==> src/rtl/note_sequencer.sv <==
// Song-playback sequencer: walks a {END, REST, note, duration} song memory and holds each note for duration ticks.
// Build option LOOP_SONG_EN: the end of the song restarts playback at address 0 instead of stopping in DONE.
module note_sequencer #(
  parameter int CLK_HZ     = 100000000,
  parameter int TICK_HZ    = 16,
  parameter int ADDR_WIDTH = 8,
  parameter int DUR_WIDTH  = 8
) (
  input  logic                  clk,
  input  logic                  reset,
  input  logic                  start,
  input  logic                  pause,
  output logic [ADDR_WIDTH-1:0] song_addr,
  input  logic [15:0]           song_data,
  output logic [3:0]            note,
  output logic                  note_valid,
  output logic                  rest,
  output logic                  beat_pulse,
  output logic                  playing,
  output logic                  done
);

  localparam int TICK_DIV = CLK_HZ / TICK_HZ;
  localparam int TICK_W   = (TICK_DIV > 1) ? $clog2(TICK_DIV) : 1;

  localparam logic [TICK_W-1:0]     TICK_MAX = TICK_W'(TICK_DIV - 1);
  localparam logic [TICK_W-1:0]     TICK_ONE = TICK_W'(1);
  localparam logic [DUR_WIDTH-1:0]  DUR_ONE  = DUR_WIDTH'(1);
  localparam logic [ADDR_WIDTH-1:0] ADDR_ONE = ADDR_WIDTH'(1);

  localparam logic [2:0] S_IDLE  = 3'd0;
  localparam logic [2:0] S_FETCH = 3'd1;
  localparam logic [2:0] S_WAIT  = 3'd2;
  localparam logic [2:0] S_PLAY  = 3'd3;
  localparam logic [2:0] S_DONE  = 3'd4;

  logic [2:0]            state, state_d;
  logic [ADDR_WIDTH-1:0] addr_d;
  logic [TICK_W-1:0]     tick_cnt, tick_d;
  logic [DUR_WIDTH-1:0]  dur_cnt, dur_d;
  logic [3:0]            note_d;
  logic                  note_valid_d, rest_d;
  logic                  advance, song_end;

  // Song entry fields, meaningful only while in WAIT.
  logic                 entry_end, entry_rest;
  logic [3:0]           entry_note;
  logic [DUR_WIDTH-1:0] entry_dur;
  logic                 unused_entry_bits;

  assign entry_end         = song_data[15];
  assign entry_rest        = song_data[14];
  assign entry_note        = song_data[11:8];
  assign entry_dur         = DUR_WIDTH'(song_data[7:0]);
  assign unused_entry_bits = ^song_data[13:12];

  logic tick_wrap, dur_last, last_addr;

  assign tick_wrap = (tick_cnt == TICK_MAX);
  assign dur_last  = (dur_cnt == DUR_ONE);
  assign last_addr = &song_addr;

  // NOTE: every signal assigned in this block gets a default first, so no path can infer a latch.
  always_comb begin
    state_d      = state;
    addr_d       = song_addr;
    tick_d       = tick_cnt;
    dur_d        = dur_cnt;
    note_d       = note;
    note_valid_d = note_valid;
    rest_d       = rest;
    advance      = 1'b0;
    song_end     = 1'b0;

    if (start) begin
      // Restart beats pause and a coincident duration expiry.
      state_d      = S_FETCH;
      addr_d       = '0;
      tick_d       = '0;
      dur_d        = '0;
      note_valid_d = 1'b0;
      rest_d       = 1'b0;
    end else begin
      case (state)
        S_FETCH: state_d = S_WAIT;

        S_WAIT: begin
          if (entry_end) begin
            song_end = 1'b1;
          end else if (entry_dur == '0) begin
            advance = 1'b1;
          end else begin
            note_d       = entry_note;
            rest_d       = entry_rest;
            note_valid_d = ~entry_rest;
            dur_d        = entry_dur;
            tick_d       = '0;
            state_d      = S_PLAY;
          end
        end

        S_PLAY: begin
          if (!pause) begin
            if (tick_wrap) begin
              tick_d = '0;
              // dur_cnt stops at 1; the entry ends on this wrap instead.
              if (dur_last) advance = 1'b1;
              else          dur_d   = dur_cnt - DUR_ONE;
            end else begin
              tick_d = tick_cnt + TICK_ONE;
            end
          end
        end

        default: ;
      endcase

      if (advance) begin
        if (last_addr) begin
          song_end = 1'b1;
        end else begin
          addr_d  = song_addr + ADDR_ONE;
          state_d = S_FETCH;
        end
      end

      if (song_end) begin
`ifdef LOOP_SONG_EN
        // An END at address 0 would loop with no audible content, so it stops.
        if (song_addr == '0) begin
          state_d      = S_DONE;
          note_valid_d = 1'b0;
          rest_d       = 1'b0;
        end else begin
          state_d = S_FETCH;
          addr_d  = '0;
        end
`else
        state_d      = S_DONE;
        note_valid_d = 1'b0;
        rest_d       = 1'b0;
`endif
      end
    end
  end

  // NOTE: sequential state uses non-blocking assignments so every register samples pre-edge values.
  always_ff @(posedge clk) begin
    if (reset) begin
      state      <= S_IDLE;
      song_addr  <= '0;
      tick_cnt   <= '0;
      dur_cnt    <= '0;
      note       <= '0;
      note_valid <= 1'b0;
      rest       <= 1'b0;
    end else begin
      state      <= state_d;
      song_addr  <= addr_d;
      tick_cnt   <= tick_d;
      dur_cnt    <= dur_d;
      note       <= note_d;
      note_valid <= note_valid_d;
      rest       <= rest_d;
    end
  end

  assign beat_pulse = (state == S_PLAY) && !pause && !start && tick_wrap;
  assign playing    = (state == S_FETCH) || (state == S_WAIT) || (state == S_PLAY);
  assign done       = (state == S_DONE);

endmodule

==> config.mk <==
export PLATFORM = sky130hd
export DESIGN_NAME = note_sequencer
export DESIGN_NICKNAME = d
export VERILOG_FILES = /design/src/rtl/note_sequencer.sv
export SDC_FILE = /design/constraint.sdc
export NUM_CORES = 1
export LEC_CHECK = 0
export CORE_UTILIZATION = 59
export CTS_CLUSTER_DIAMETER = 200
export DETAILED_ROUTE_END_ITERATION = 12
export PLACE_DENSITY = 0.95
export RECOVER_POWER = 100
export SETUP_SLACK_MARGIN = 0.05
export SYNTH_ARGS = -nofsm -noshare
export SYNTH_HDL_FRONTEND = slang
export SYNTH_SLANG_ARGS = --single-unit
==> constraint.sdc <==
create_clock -name clk -period 4.3 [get_ports clk]
set_input_delay 0.43 -clock clk [delete_from_list [all_inputs] [get_ports clk]]
set_output_delay 0.43 -clock clk [all_outputs]
set_load 0.01 [all_outputs]
==> impl_metrics.yaml, run 1 <==
yosys:
  synth_compound_area_share_pct: 14.73
  netlist_instances: 326
  synth_xor_area_share_pct: 5.409
  syn-cell-area_mm2: 0.002753
  yosys_warnings: 0
  ys_types: 58
  synth_top_family_by_area: "simple AND/OR/NAND/NOR gates"
  synthSimpleGateAreaFrac_pct: 35.77
  synth.area.mux_share_pct: 3.364
  synth_top_flop_cell: "dfxtp_1"
  ys_seq_elements: 48
  avgSynthCellArea_um2: 8.444
  synth_fa_ha_area_share_pct: 1.818
  synth_edf_count: 0
  postSynth.asyncResetShare_pct: 0
  ys_seq_area_share_pct: 34.91
  synth.net_count: 350
cts:
  numClockSinks: 48
  clock_latency_ns: 0.31
  cts.clk_slew.worst_paths_ns: 0.09
  root_buffer: "clkbuf_8"
  numCtsBuffers: 5
  ctsHoldBuffers: 0
  htree_num_levels: 2
  post_cts_buffers: 0
  cts_resized: 0
  cts_tree: "yes"
  cts_max_path_buffers: 2
placed_design:
  port_buffers: 34
  hpwl_um: 4762
  pre_cts_slack_ns: 1.391
  place_inst: 398
  gp_congestion: 0.8907
detailed_routing:
  routed_wl_um: 6517
  route.detailed.wl_per_inst_um: 16.09
  wl_met1_um: 2822
  drt_iter0_drc: 199
  wl_met2_um: 3257
  viasPerCell: 6.410
  route.detailed.drc: 0
  wl_met3_um: 333
  ant_nets: 0
  vias: 2596
  highest-signal-layer: "met4"
  firstDrtPassIters: 4
grt:
  grt_max_degree: 28
  grt_usage_pct: 27.84
  grt_antenna_before_repair: 0
  overflow: 0
  grt_pass1_vias: 2465
  grt_pass1_wl_um: 11070
pwr:
  leakage_nw: 1.029
  power_density_mw_per_mm2: 245.6
  vdd_drop_max_v: 0.0001464
  total_power_uw: 770.5
sta:
  max_freq_ghz: 0.3126
  setup_viol: 0
  drv_slew: 0
  clock_skew_ns: 0.01042
  hold_violations: 0
  rsz0062_at_grt: "false"
  max_slew_margin_pct: 26.26
  finalWorstSetupSlack_ns: 1.101
  whs_ns: 0.4964
  period_minus_slack_ns: 3.199
  worst_pin_slew_ns: 1.106
  fin_crit_sh_pct: 74.40
  fin_tns_setup_ns: 0
setup_path:
  critPathTopFamily: "simple AND/OR/NAND/NOR gates"
  cp_cell_sequence: "nand3b_1, clkbuf_1, nor4_1, nor3_1, o211ai_1, a32o_1"
  critPathArrivalTime_ns: 3.41
  crit_path_end_kind: "register"
  critPathBufInv: 1
  start_kind: "register"
  timing_worst_setup_path_type: "reg -> reg"
  crit_slowest_cell: "clkbuf_1"
  critPathMaxStageDelay_ns: 0.83
  path_max_fanout: 27
  crit_required_ns: 4.51
floorplanning:
  io_pins: 37
  die-area_mm2: 0.004943
  die_h_um: 70.31
  die_w_um: 70.31
  rows: 24
  start_util_pct: 62.36
  coreArea_mm2: 0.004414
finish:
  drive_gt1_share_pct: 5.666
  fin_nets: 377
  final_cells: 405
  syn2layout_area_growth_pct: 13.95
  antenna_cells: 0
status:
  run_status: "complete, no violations"
min_path:
  hold_class: "reg -> reg"
run:
  cap_viol_max_count: 0
==> cells by family after synthesis <==
logic type | Yosys count
XOR/XNOR | 17
adder cells (fa/ha/maj) | 4
flip-flops | 48
AO/OA/AOI/OAI | 62
AND/OR/NAND/NOR | 163
buffers and inverters | 24
multiplexers | 8
==> power breakdown <==
part,switching (mW),internal [mW]
logic,0.0309,0.0274
registers,0.00413,0.446
clock network,0.151,0.111
total,0.186,0.584
==> metrics by stage <==
step / utilization [%] / area (µm²)
final: 71.06 / 3137
after global routing: 71.06 / 3137
after CTS: 72.00 / 3178
after detailed placement: 70.24 / 3100
after global placement: 70.24 / 3100
after floorplan: - / 2753
==> state kept, by name, summed over array words and instances, names as in the netlist <==
name        cells
note_valid      1
dur_cnt         8
rest            1
note            4
tick_cnt       23
state           3
song_addr       8
==> area by class of cell <==
class | count | area (µm²)
sequential | 48 | 960.9
timing repair buffer | 38 | 362.8
clock inverter | 1 | 5.005
inverter | 6 | 22.52
tap | 52 | 65.06
clock buffer | 6 | 72.57
multi-input combinational | 254 | 1648
fill | 320 | 1277
==> worst register-to-register path, delay by kind of cell (launching register included) <==
family	cells	cell delay, ns
AO/OA/AOI/OAI	2	0.52
flip-flops	1	0.59
AND/OR/NAND/NOR	3	1.16
buffers and inverters	1	0.83
==> path summary, 6_finish.rpt <==
path / startpoint / to / slack, ns / depth (start not counted)
worst max-delay path: state[2] / dur_cnt[2] / 1.10 / 6
worst min-delay path: tick_cnt[1] / tick_cnt[1] / 0.50 / 2
worst min register to register: tick_cnt[1] / tick_cnt[1] / 0.50 / 2
worst max register to register: state[2] / dur_cnt[2] / 1.10 / 6
==> layout by cell type (no fill, tap or decap), types with 11 or more instances in the layout <==
cell and count:
clkdlybuf4s50_1 17, a21oi_1 19, dlygate4sd3_1 17, or4_1 12, nand2_1 20, nor2_1 40, nor3_1 16, dfxtp_1 48
nand3_1 11, xnor2_1 12
==> synthesized netlist by cell type, drive strengths merged (2+ instances only) <==
master	n	area (µm²)
nand2	20	75.07
or4	16	135.1
nand3b	2	27.53
mux2i	8	92.59
nor4b	4	41.29
o31ai	8	60.06
nor2	40	150.1
inv	6	22.52
and4	6	52.55
a21o	2	15.01
or3	4	25.02
a21oi	19	95.09
xnor2	12	105.1
a31oi	2	12.51
buf	10	57.55
or2	3	18.77
o21ai	11	55.05
clkbuf	8	30.03
nor4	7	77.58
xor2	5	43.79
nor4bb	2	20.02
and3b	2	17.52
dfxtp	48	960.9
or3b	2	17.52
and3	4	25.02
nand4	9	56.30
nor3b	3	22.52
nand3	11	55.05
a32o	5	50.05
o22ai	2	12.51
nor3	17	90.09
and2	3	18.77
ha	4	50.05
nand2b	5	31.28
o211ai	5	37.54
==> per-layer routing <==
metal	track usage, %	vias up
li1	-	1262
met1	34.54	1230
met2	45.82	92
met3	6.061	12
met4	12.67	0
met5	0	-
Power figures use the tool's default switching activity.
==> run 2, diff against run 1 <==
CORE_UTILIZATION = 50   (was 59)
PLACE_DENSITY = 0.89   (was 0.95)
clock period = 2.6 ns   (was 4.3 ns; I/O delays follow)
==> run 2 against run 1 <==
Net effect: hold slack lost 0.0059 ns; sequential share of layout area shrank 1.5 points; power grew 72%; cell area grew 5.3%; register-to-register slack lost 0.90 ns; flip-flop and latch count is the same; sequential power grew 65%; critical endpoint is now tick_cnt[21]; first-iteration DRC count shrank 22%; via count grew 3.9%.
==> impl_metrics.yaml, run 2 (synthesized netlist as in run 1, its figures left out) <==
cts:
  cts_tree: "yes"
  htree_num_levels: 2
  cts_max_path_buffers: 2
  ctsHoldBuffers: 0
  numClockSinks: 48
  root_buffer: "clkbuf_8"
  clock_latency_ns: 0.31
  cts.clk_slew.worst_paths_ns: 0.09
  numCtsBuffers: 5
pwr:
  power_density_mw_per_mm2: 400.5
  vdd_drop_max_v: 0.0002612
  leakage_nw: 1.099
  total_power_mw: 1.323
setup_path:
  start_kind: "primary input"
  crit_slowest_cell: "or4_1"
  cp_cell_sequence: "clkdlybuf4s50_1, or4_1, clkbuf_1, or3_1, nand2b_1, o21ai_0, buf_4, a21oi_1"
  critPathBufInv: 3
  critPathMaxStageDelay_ns: 0.61
  timing_worst_setup_path_type: "in -> reg"
  worst-path-stages: 8
  critPathArrivalTime_ns: 2.66
  r2r.worst_path.cells: 5
  path_max_fanout: 21
  critPathTopFamily: "simple AND/OR/NAND/NOR gates"
  crit_path_end_kind: "register"
  crit_required_ns: 2.84
finish:
  top_register: "tick_cnt"
  largest_reg_flops: 23
  fin_nets: 393
  largestRegisters: "tick_cnt x23, dur_cnt x8, song_addr x8"
  antenna_cells: 0
  final_cells: 440
  layout_common_cells: "48 x dfxtp_1, 40 x nor2_1, 20 x nand2_1"
  drive_gt1_share_pct: 10.00
  syn2layout_area_growth_pct: 19.95
  fill_cells: 425
  fin_util_pct: 63.44
  final_common_cell: "dfxtp_1"
detailed_routing:
  firstDrtPassIters: 4
  route.detailed.wl_per_inst_um: 16.03
  route.detailed.drc: 0
  drt_iter0_drc: 155
  routed_wl_um: 7054
  viasPerCell: 6.132
  ant_nets: 0
  vias: 2698
sta:
  setup_viol: 0
  worst_pin_slew_ns: 1.054
  period_minus_slack_ns: 2.414
  whs_ns: 0.4906
  clock_skew_ns: 0.007286
  fin_tns_setup_ns: 0
  max_freq_ghz: 0.4143
  rsz0062_at_grt: "false"
  fin_crit_sh_pct: 92.84
  hold_violations: 0
  max_slew_margin_pct: 29.06
  drv_slew: 0
floorplanning:
  die_w_um: 76.20
  io_pins: 37
  coreArea_mm2: 0.005205
  start_util_pct: 52.88
  die-area_mm2: 0.005806
  die_h_um: 76.20
  rows: 26
run:
  cap_viol_max_count: 0
placed_design:
  gp_congestion: 0.8736
  port_buffers: 34
  hpwl_um: 4980
  place_inst: 430
grt:
  grt_usage_pct: 24.62
  grt_antenna_before_repair: 0
  grt_pass1_wl_um: 11620
  grt_max_degree: 22
  overflow: 0
  grt_pass1_vias: 2546
min_path:
  worstHoldPathCells: 2
  hold_class: "reg -> reg"
status:
  run_status: "complete, no violations"
## run 2: worst paths after layout
path	from	to	slack, ns
setup reg to reg	state[0]	tick_cnt[11]	0.20
hold / removal	song_addr[5]	song_addr[5]	0.49
setup / recovery	song_data[2]	tick_cnt[21]	0.19
hold reg to reg	song_addr[5]	song_addr[5]	0.49
## run 2: what timing repair did
action,4_1_cts,5_1_grt
pin swaps,1,0
setup buffers,2,0
endpoints found under the setup margin,1,4
gates resized for setup,4,1
## run 2: layout make-up
cell class / count / area [µm²] / share of cell area (%)
clock buffer: 7 / 86.33 / 2.615
clock inverter: 1 / 7.507 / 0.2274
tap: 70 / 87.58 / 2.653
sequential: 48 / 960.9 / 29.10
timing repair buffer: 54 / 470.5 / 14.25
multi-input combinational: 254 / 1667 / 50.47
inverter: 6 / 22.52 / 0.6821
## run 2: metal layers
layer / GRT usage (%) / share of wire, %
met5: 0 / 0
met4: 11.92 / 3.5
met1: 29.81 / 43
met2: 41.82 / 48
met3: 4.790 / 5.0
## run 2: report_power, final
group	total, mW	leakage, nW	internal, mW	switching, mW
Sequential	0.743	0.387	0.738	0.00511
Combinational	0.107	0.667	0.0508	0.0558
Clock	0.473	0.0445	0.217	0.256
Total	1.32	1.10	1.01	0.317
## run 2: worst min-delay path: stages (launching register included)
cell	delay, ns
dfxtp_1	0.34
nand2_1	0.06
mux2i_1	0.05
## run 2: stage by stage
step,setup slack [ns],area [µm²]
finish,0.1861,3302
global route,0.05394,3302
CTS,0.1641,3344
detailed placement,-0.06241,3228
global placement,0.02646,3228
floorplan,0.5727,2753
